--- config.mk ---
export PLATFORM = sky130hd
export DESIGN_NAME = fnd_scan_ctrl
export DESIGN_NICKNAME = d
export VERILOG_FILES = /design/src/rtl/fnd_pkg.sv /design/src/rtl/fnd_seg_decode.sv /design/src/rtl/fnd_scan_ctrl.sv
export SDC_FILE = /design/constraint.sdc
export NUM_CORES = 1
export LEC_CHECK = 0
export ABC_CLOCK_PERIOD_IN_PS = 2430
export BUFFER_PORTS_ARGS = -buffer_cell sky130_fd_sc_hd__buf_4
export CORE_ASPECT_RATIO = 0.75
export CORE_UTILIZATION = 50
export DETAILED_ROUTE_END_ITERATION = 8
export PLACE_DENSITY = 0.75
export SYNTH_ARGS = -nofsm -noshare
export SYNTH_HDL_FRONTEND = slang
export SYNTH_SLANG_ARGS = --single-unit
--- constraint.sdc ---
create_clock -name clk -period 2.43 [get_ports clk]
set_input_delay 0.3645 -clock clk [delete_from_list [all_inputs] [get_ports clk]]
set_output_delay 0.3645 -clock clk [all_outputs]
set_load 0.02 [all_outputs]
--- src/rtl/fnd_pkg.sv ---
// Shared constants for the 7-segment scan controller: glyph table,
// blank pattern, slot phase type and the slot-length helper.
package fnd_pkg;

  // Segment order is {dp,g,f,e,d,c,b,a}, active-low.
  localparam logic [7:0] SEG_BLANK = 8'hff;

  localparam logic [7:0] GLYPH [16] = '{
    8'hc0, 8'hf9, 8'ha4, 8'hb0, 8'h99, 8'h92, 8'h82, 8'hf8,
    8'h80, 8'h90, 8'h88, 8'h83, 8'hc6, 8'ha1, 8'h86, 8'h8e
  };

  // Within a digit slot, the guard phase comes first and the drive phase follows it.
  typedef enum logic {
    PH_GUARD = 1'b0,
    PH_DRIVE = 1'b1
  } slot_phase_e;

  // Clock cycles per digit slot.
  function automatic int fnd_div_f(input int clk_hz, input int scan_hz, input int num_digits);
    return clk_hz / (scan_hz * num_digits);
  endfunction

endpackage

--- src/rtl/fnd_seg_decode.sv ---
// Nibble to active-low segment pattern, with decimal point and blanking.
module fnd_seg_decode
  import fnd_pkg::*;
(
  input  logic [3:0] i_nib,
  input  logic       i_dp,
  input  logic       i_blank,
  output logic [7:0] o_seg
);

  // Look up the glyph. Blanking switches off a-g but leaves the dp alone.
  always_comb begin
    o_seg = {~i_dp, (i_blank ? 7'h7f : GLYPH[i_nib][6:0])};
  end

endmodule

--- src/rtl/fnd_scan_ctrl.sv ---
// Time-multiplexed FND scan controller. It provides frame-latched page
// selection, leading-zero suppression, per-digit blink and guard intervals.
module fnd_scan_ctrl
  import fnd_pkg::*;
#(
  parameter int NUM_DIGITS = 4,
  parameter int NUM_PAGES  = 2,
  parameter int CLK_HZ     = 100_000_000,
  parameter int SCAN_HZ    = 1_000,
  parameter int BLINK_HZ   = 2,
  parameter int GUARD      = 2,
  localparam int PW = (NUM_PAGES > 1) ? $clog2(NUM_PAGES) : 1
) (
  input  logic                          clk,
  input  logic                          rst,
  input  logic [PW-1:0]                 page_sel,
  input  logic [NUM_PAGES*NUM_DIGITS*4-1:0] digits,
  input  logic [NUM_PAGES*NUM_DIGITS-1:0]   dp,
  input  logic                          lz_en,
  input  logic [NUM_DIGITS-1:0]         blink_mask,
  output logic [7:0]                    fnd_data,
  output logic [NUM_DIGITS-1:0]         fnd_com
);

  localparam int DIV  = fnd_div_f(CLK_HZ, SCAN_HZ, NUM_DIGITS);
  localparam int HALF = CLK_HZ / (2 * BLINK_HZ);
  localparam int CW   = (DIV > 1) ? $clog2(DIV) : 1;
  localparam int IW   = $clog2(NUM_DIGITS);
  localparam int BW   = (HALF > 1) ? $clog2(HALF) : 1;

  localparam logic [CW-1:0] CNT_LAST   = CW'(DIV - 1);
  localparam logic [CW-1:0] GUARD_C    = CW'(GUARD);
  localparam logic [IW-1:0] IDX_LAST   = IW'(NUM_DIGITS - 1);
  localparam logic [BW-1:0] BLINK_LAST = BW'(HALF - 1);

  generate
    if (DIV < GUARD + 1) begin : g_div_check
      $error("fnd_scan_ctrl: slot length DIV must be at least GUARD+1");
    end
  endgenerate

  logic [CW-1:0]           r_cnt;
  logic [IW-1:0]           r_idx;
  logic [PW-1:0]           r_page_q;
  logic [BW-1:0]           r_blink_cnt;
  logic                    r_blink_ph;
  logic [NUM_DIGITS-1:0]   r_fnd_com;
  logic [7:0]              r_fnd_data;

  logic [PW-1:0]           w_page_next;
  logic [NUM_DIGITS*4-1:0] w_page_digits;
  logic [NUM_DIGITS-1:0]   w_page_dp;
  logic [3:0]              w_nib;
  logic                    w_dp;
  logic                    w_lz_blank;
  logic                    w_blink_off;
  logic [NUM_DIGITS-1:0]   w_com_drive;
  logic [7:0]              w_seg;
  slot_phase_e             w_phase;

  // Map an out-of-range page request to page 0 before it is latched.
  always_comb begin
    w_page_next = page_sel;
    if (int'(page_sel) >= NUM_PAGES) w_page_next = '0;
  end

  // Slot counter and digit index. The page is latched only on the frame wrap.
  always_ff @(posedge clk or negedge rst) begin
    if (!rst) begin
      r_cnt    <= '0;
      r_idx    <= '0;
      r_page_q <= '0;
    end else if (r_cnt == CNT_LAST) begin
      r_cnt <= '0;
      if (r_idx == IDX_LAST) begin
        r_idx    <= '0;
        r_page_q <= w_page_next;
      end else begin
        r_idx <= r_idx + IW'(1);
      end
    end else begin
      r_cnt <= r_cnt + CW'(1);
    end
  end

  // Free-running blink timer. The phase starts in the visible state.
  always_ff @(posedge clk or negedge rst) begin
    if (!rst) begin
      r_blink_cnt <= '0;
      r_blink_ph  <= 1'b1;
    end else if (r_blink_cnt == BLINK_LAST) begin
      r_blink_cnt <= '0;
      r_blink_ph  <= ~r_blink_ph;
    end else begin
      r_blink_cnt <= r_blink_cnt + BW'(1);
    end
  end

  // Pick the latched page's nibbles and decimal points out of the packed inputs.
  always_comb begin
    w_page_digits = digits[NUM_DIGITS*4-1:0];
    w_page_dp     = dp[NUM_DIGITS-1:0];
    for (int p = 0; p < NUM_PAGES; p++) begin
      if (int'(r_page_q) == p) begin
        w_page_digits = digits[p*NUM_DIGITS*4 +: NUM_DIGITS*4];
        w_page_dp     = dp[p*NUM_DIGITS +: NUM_DIGITS];
      end
    end
  end

  // For the current digit, select its nibble and dp, decide whether it is a
  // suppressed leading zero, apply blink, and form the common pattern.
  always_comb begin
    w_nib       = 4'h0;
    w_dp        = 1'b0;
    w_lz_blank  = lz_en && (r_idx != '0);
    w_blink_off = 1'b0;
    w_com_drive = '1;
    for (int d = 0; d < NUM_DIGITS; d++) begin
      if (int'(r_idx) == d) begin
        w_nib          = w_page_digits[d*4 +: 4];
        w_dp           = w_page_dp[d];
        w_blink_off    = blink_mask[d] && !r_blink_ph;
        w_com_drive[d] = 1'b0;
      end
      if ((d >= int'(r_idx)) && (w_page_digits[d*4 +: 4] != 4'h0)) w_lz_blank = 1'b0;
    end
  end

  // Classify the current cycle as guard or drive within the slot.
  always_comb begin
    w_phase = (r_cnt < GUARD_C) ? PH_GUARD : PH_DRIVE;
  end

  fnd_seg_decode u_dec (
    .i_nib   (w_nib),
    .i_dp    (w_dp),
    .i_blank (w_lz_blank),
    .o_seg   (w_seg)
  );

  // Register commons and segments together so they change on the same edge.
  always_ff @(posedge clk or negedge rst) begin
    if (!rst) begin
      r_fnd_com  <= '1;
      r_fnd_data <= SEG_BLANK;
    end else if (w_phase == PH_GUARD) begin
      r_fnd_com  <= '1;
      r_fnd_data <= SEG_BLANK;
    end else begin
      r_fnd_com  <= w_com_drive;
      r_fnd_data <= w_blink_off ? SEG_BLANK : w_seg;
    end
  end

  assign fnd_com  = r_fnd_com;
  assign fnd_data = r_fnd_data;

endmodule

# [Word level (Yosys, flattened, before mapping)]
# Memories as Yosys holds them, arrays and structs flattened.
# Cells that the tools add are included.
[classes] add_sub_neg=3 multipliers=0 div=0 order_cmp=5 n_eq_ne=6 shifts=0 mux=31 n_bitwise=3 n_reduce_logical=16
[op_table] operator="adder 25 x 1 -> 25 bit, second input constant" n=1
[op_table] operator="equality test 25 bit, second input constant" n=1
[op_table] operator="two-way mux 25 bit" n=1
[op_table] operator="two-way mux 4 bit" n=6
[op_table] operator="two-way mux 7 bit" n=3
[op_table] operator="two-way mux 1 bit" n=16
[op_table] operator="two-way mux 16 bit" n=1
[op_table] operator="two-way mux 8 bit" n=2
[op_table] operator="nonzero test 4 bit" n=4
[op_table] operator="adder 15 x 1 -> 15 bit, second input constant" n=1
[op_table] operator="equality test 15 bit, second input constant" n=1
[op_table] operator="less-than comparator 15 x 2 -> 1 bit, second input constant" n=1
[op_table] operator="two-way mux 15 bit" n=1
[op_table] operator="logical AND 1 bit" n=8
[op_table] operator="equality test 2 bit, second input constant" n=3
[op_table] operator="greater-or-equal comparator 5 bit, second input constant" n=1
[op_table] operator="NOT 4 -> 5 bit" n=1
[op_table] operator="greater-or-equal comparator 1 x 2 -> 1 bit, first input constant" n=2
[op_table] operator="adder 2 x 1 -> 2 bit, second input constant" n=1
[op_table] operator="equality test 2 x 1 -> 1 bit, second input constant" n=1
[op_table] operator="greater-or-equal comparator 2 bit, first input constant" n=1
[op_table] operator="logical NOT 2 bit" n=1
[op_table] operator="two-way mux 2 bit" n=1
[op_table] operator="NOT 1 bit" n=2
[op_table] operator="3 further kinds" n=3
[word_totals] reg_bits=56 latchBits=0 mem_bits_rw=0 romBits=128 in_bits=48 output_inout_bits=12 wordCells=72 memories=1
[memory_table] memory="(no name shown)" depth=16 width=8 read_ports=1 rd_clocked_by_memory_dff=0 wr=0 line_no="fnd_seg_decode.sv:13" source="o_seg = {~i_dp, (i_blank ? 7'h7f : GLYPH[i_nib][6:0])};"

# [Longest topological paths before layout]
[depth] ltp_word=12 mapped_depth=10

# [Hierarchy]
# Synthesis repeated with hierarchy kept, for this count alone.
[hier_totals] hier_cells=335 area_unflattened_um2=3308.2
[by_module_without_submodules] module="fnd_scan_ctrl" n_inst=1 cells_per_inst=295 area_each_um2=3030.4 seq_area_each_um2=1417.6
[by_module_without_submodules] module="fnd_seg_decode" n_inst=1 cells_per_inst=40 area_each_um2=277.8 seq_area_each_um2=0.0

# [Worst setup path after synthesis]
# Ideal clock, no wire load.
[synth_timing] path_kind="register to register" start="reg r_idx[0]" end="reg r_fnd_data[3], in the netlist fnd_data[3]" setup_ns=0.092 t_arrival_ns=2.579 required_time_ns=2.338 setup_slack_ns=-0.241 path_stages_with_launch=9 n_path_buf=2 period_less_slack_ns=2.671 path_cell_list="dfrtp_1 ha_1 clkbuf_1 clkbuf_1 o31ai_1 inv_1 ha_1 mux4_2 nand2b_1"
[synth_via] elab_chain_cells=12 word_cells_on_any_way=31 cone_classes="order compare (3); eq/ne (3); mux (17); bitwise (1); reduce/logical (6); memory (1)"
[synth_rtl] item="start: declaration" line_no="fnd_scan_ctrl.sv:43" source="logic [IW-1:0] r_idx;"
[synth_rtl] item="start signal: assignment" line_no="fnd_scan_ctrl.sv:79" source="r_idx <= r_idx + IW'(1);"
[synth_rtl] item="logical NOT 2 bit" line_no="fnd_scan_ctrl.sv:120" source="if (int'(r_idx) == d) begin"
[synth_rtl] item="two-way mux 4 bit (4 in a row)" line_no="fnd_scan_ctrl.sv:120"
[synth_rtl] item="NOT 4 -> 5 bit (implied by the code)" line_no="fnd_seg_decode.sv:13"
[synth_rtl] item="memory read (16 x 8 bit)"
[synth_rtl] item="two-way mux 7 bit (implied by the code) (2 in a row)" line_no="fnd_seg_decode.sv:13"
[synth_rtl] item="two-way mux 7 bit" line_no="fnd_seg_decode.sv:13"
[synth_rtl] item="two-way mux 8 bit (*)" line_no="fnd_scan_ctrl.sv:152" source="r_fnd_data <= w_blink_off ? SEG_BLANK : w_seg;"
[synth_rtl] item="two-way mux 8 bit (*)" line_no="fnd_scan_ctrl.sv:147" source="end else if (w_phase == PH_GUARD) begin"
[synth_rtl] item="end signal: assignment" line_no="fnd_scan_ctrl.sv:152"
[synth_rtl] item="end: declaration" line_no="fnd_scan_ctrl.sv:48" source="logic [7:0] r_fnd_data;"
# Every way passes the cells marked *; elsewhere a longest branch is shown, timed or not. The select of a mux whose other input is x is not followed.
# A chain may end at the register's enable or synchronous reset.

# [Worst setup path after layout]
[layout_timing] start="reg r_idx[1]" end="reg r_fnd_data[3], in the netlist fnd_data[3]"
# The elaborated chain is that of the path after synthesis.

==> qor.yml <==
grt_max_degree: 57
timing.rr.start: "r_idx[1]$_DFFE_PN0N_"
place.gp.congestion: 0.891
fin_crit_ps: 2380
die_area_um2: 6870
maxSlewHeadroom_pct: 53.9
holdBufCountCts: 0
synth-xor-area-share_pct: 8.57
cts_buffer_depth: 2
detail_route.vias_per_cell: 5.36
cts_buffers: 5
drtPass1Iterations: 4
power.leakage_nw: 1.94
numPortBuffers: 59
drt_iter0_markers: 130
most-common-layout-cells: "86 x buf_4, 41 x dfrtp_1, 29 x nor2_1"
die_w_um: 95.4
ys_top_cells_by_area: "dfrtp_1 33%, dfstp_2 10%, mux2i_1 6.1%, xor2_1 5.6%, ha_1 5.4%"
fin_ws_ps: 52.9
ant_nets: 0
setup.worst_path.class: "reg2reg"
cp_data_arrival_time_ps: 2620
cp-startpoint: "r_idx[1]$_DFFE_PN0N_"
reg2reg_to: "fnd_data[3]$_DFF_PN1_"
tightestPinTransition_ps: 691
synth_area_leader_cell: "dfrtp_1"
fin_skew_ps: 8.25
synth_top_family_by_area: "simple AND/OR/NAND/NOR gates"
grt_pass1_wl_mm: 11.5
via_count: 2628
yosys.area.top_type_share_pct: 32.9
synth-async-reset-ratio_pct: 100
grt_pass1_vias: 2430
yosys_warnings: 0
endpoint: "fnd_data[3]$_DFF_PN1_"
grt.total_usage_pct: 21.4
drt_wl_total_mm: 7.14
ir_worst_vdd_v: 0.000274
end_kind: "register"
worstPathRequired_ps: 2670
fillers: 516
holdCritPathClass: "in2async"
final_common_cell: "buf_4"
synth_adder_area_share_pct: 5.35
placed_cell_area_um2: 3960
max_freq_ghz: 0.421
clk_latency_ps: 310
timing.final.hold_violations: 0
setup_viol: 0
ff_latch_area_um2: 1420
outcome: "finished, final reports clean"
synth_seq_cells: 56
synth_flop_cell: "dfrtp_1"
worst-r2r-setup-slack_ps: 50
synthToLayoutAreaGrowth_pct: 26.1
antenna_found_initial: 0
clockRootBuffer: "clkbuf_8"
drc: 0
reg2reg_depth: 9
synth_edf_count: 0
ios: 60
ys_types: 50
grt_overflow: 0
htree_num_levels: 2
slew_viol_final: 0
diodes: 0
cts_sinks: 56
synth_compound_area_share_pct: 8.22
cts_tree: "done"
syn_area_um2: 3270
total_power_mw: 1.81
start_kind: "register"
synth.yosys.seq_area_share_pct: 43.3
maxCapViolCount: 0
final_area_um2: 4130
multi_input_area_um2: 1820
avgSynthCellArea_um2: 10.0
muxShareOfSynthArea_pct: 9.22
nNetsFinal: 470
dp_hpwl_mm: 5.33
core_area_um2: 6320
period_share_pct: 97.8
wire_per_inst_um: 14.6
p_per_area_nw_per_um2: 439
crit_fanout: 4
synth_nets: 388
drive_above_1_share_pct: 32.8
fp.dieH_um: 72.1
dp_slack_ps: -12.5
yosys.area_share.simple_pct: 22.6
start_util_pct: 51.8
clkSlewWorstSetupHoldPaths_ps: 100
synth_cells: 326
rows: 25
worst max-delay path, stage by stage, from the launching register on:
cell and delay (ps):
dfrtp_1 440, inv_2 100, ha_2 210, nand2b_4 140
o22ai_1 140, o31ai_4 380, inv_2 90, ha_1 220
mux4_2 450, nand2b_1 150
power by group:
part | internal [mW] | switching [mW]
combinational | 0.138 | 0.119
clock | 0.306 | 0.286
sequential | 0.955 | 0.00679
total | 1.40 | 0.412
layer usage:
layer | share of wire (%) | global-route usage [%] | vias up | wire length, µm
met5 | 0 | 0 | - | 0
met2 | 47 | 31.4 | 44 | 3350
met3 | 3.5 | 3.98 | 4 | 251
li1 | - | - | 1328 | -
met1 | 49 | 33.0 | 1252 | 3520
met4 | 0.38 | 3.98 | 0 | 27
cells by family after synthesis:
| family | Yosys count |
|---|---|
| simple gates | 138 |
| flops | 56 |
| compound gates | 38 |
| xor+xnor | 32 |
| mux | 28 |
| buf+inv | 20 |
| fa+ha+maj | 14 |
per-stage QoR:
stage	hold slack (ps)	util, %	cells	setup TNS [ps]
2_1_floorplan	68.9	-	326	0
5_1_grt	152	65.3	490	-41.6
4_1_cts	110	64.6	488	0
3_5_place_dp	450	62.7	479	-12.5
3_3_place_gp	444	62.7	479	0
6_report	81.3	65.3	490	0
cell type report:
cell class	instances	area share (%)
timing repair buffer	86	15.7
multi-input combinational	250	44.0
tap	81	2.46
inverter	9	0.819
clock buffer	6	1.76
clock inverter	2	0.849
sequential	56	34.4
synthesized netlist by cell type (all sizes together), types with 7 or more instances:
master,n
and3,8
nor2b,7
nor2,30
dfstp,13
nor4,9
nand4,7
xor2,21
mux2i,20
nand3,17
mux2,7
inv,9
nand2,27
xnor2,11
o21ai,9
nor3,7
ha,14
dfrtp,43
flip-flops by register name, summed over array words and instances (netlist names):
register,count
r_blink_cnt,25
r_cnt,15
fnd_data,8
fnd_com,4
r_idx,2
r_blink_ph,1
r_page_q,1
worst min-delay path by stage:
stage,to,from,slack [ps]
after global placement,r_blink_cnt[22]$_DFF_PN0_,rst,440
after detailed placement,r_blink_cnt[13]$_DFF_PN0_,rst,450
after CTS,r_blink_cnt[13]$_DFF_PN0_,rst,110
after floorplan,r_blink_cnt[0]$_DFF_PN0_,rst,70
after global routing,r_blink_cnt[13]$_DFF_PN0_,rst,150
final,r_blink_cnt[12]$_DFF_PN0_,rst,80
repair_timing:
action                                  4_1_cts  5_1_grt
gates resized for setup                       2       12
gates cloned                                  0        0
pin swaps                                     0        1
endpoints found under the setup margin        2        7
buffers inserted                              1        2
(Power assumes the default switching activity.)
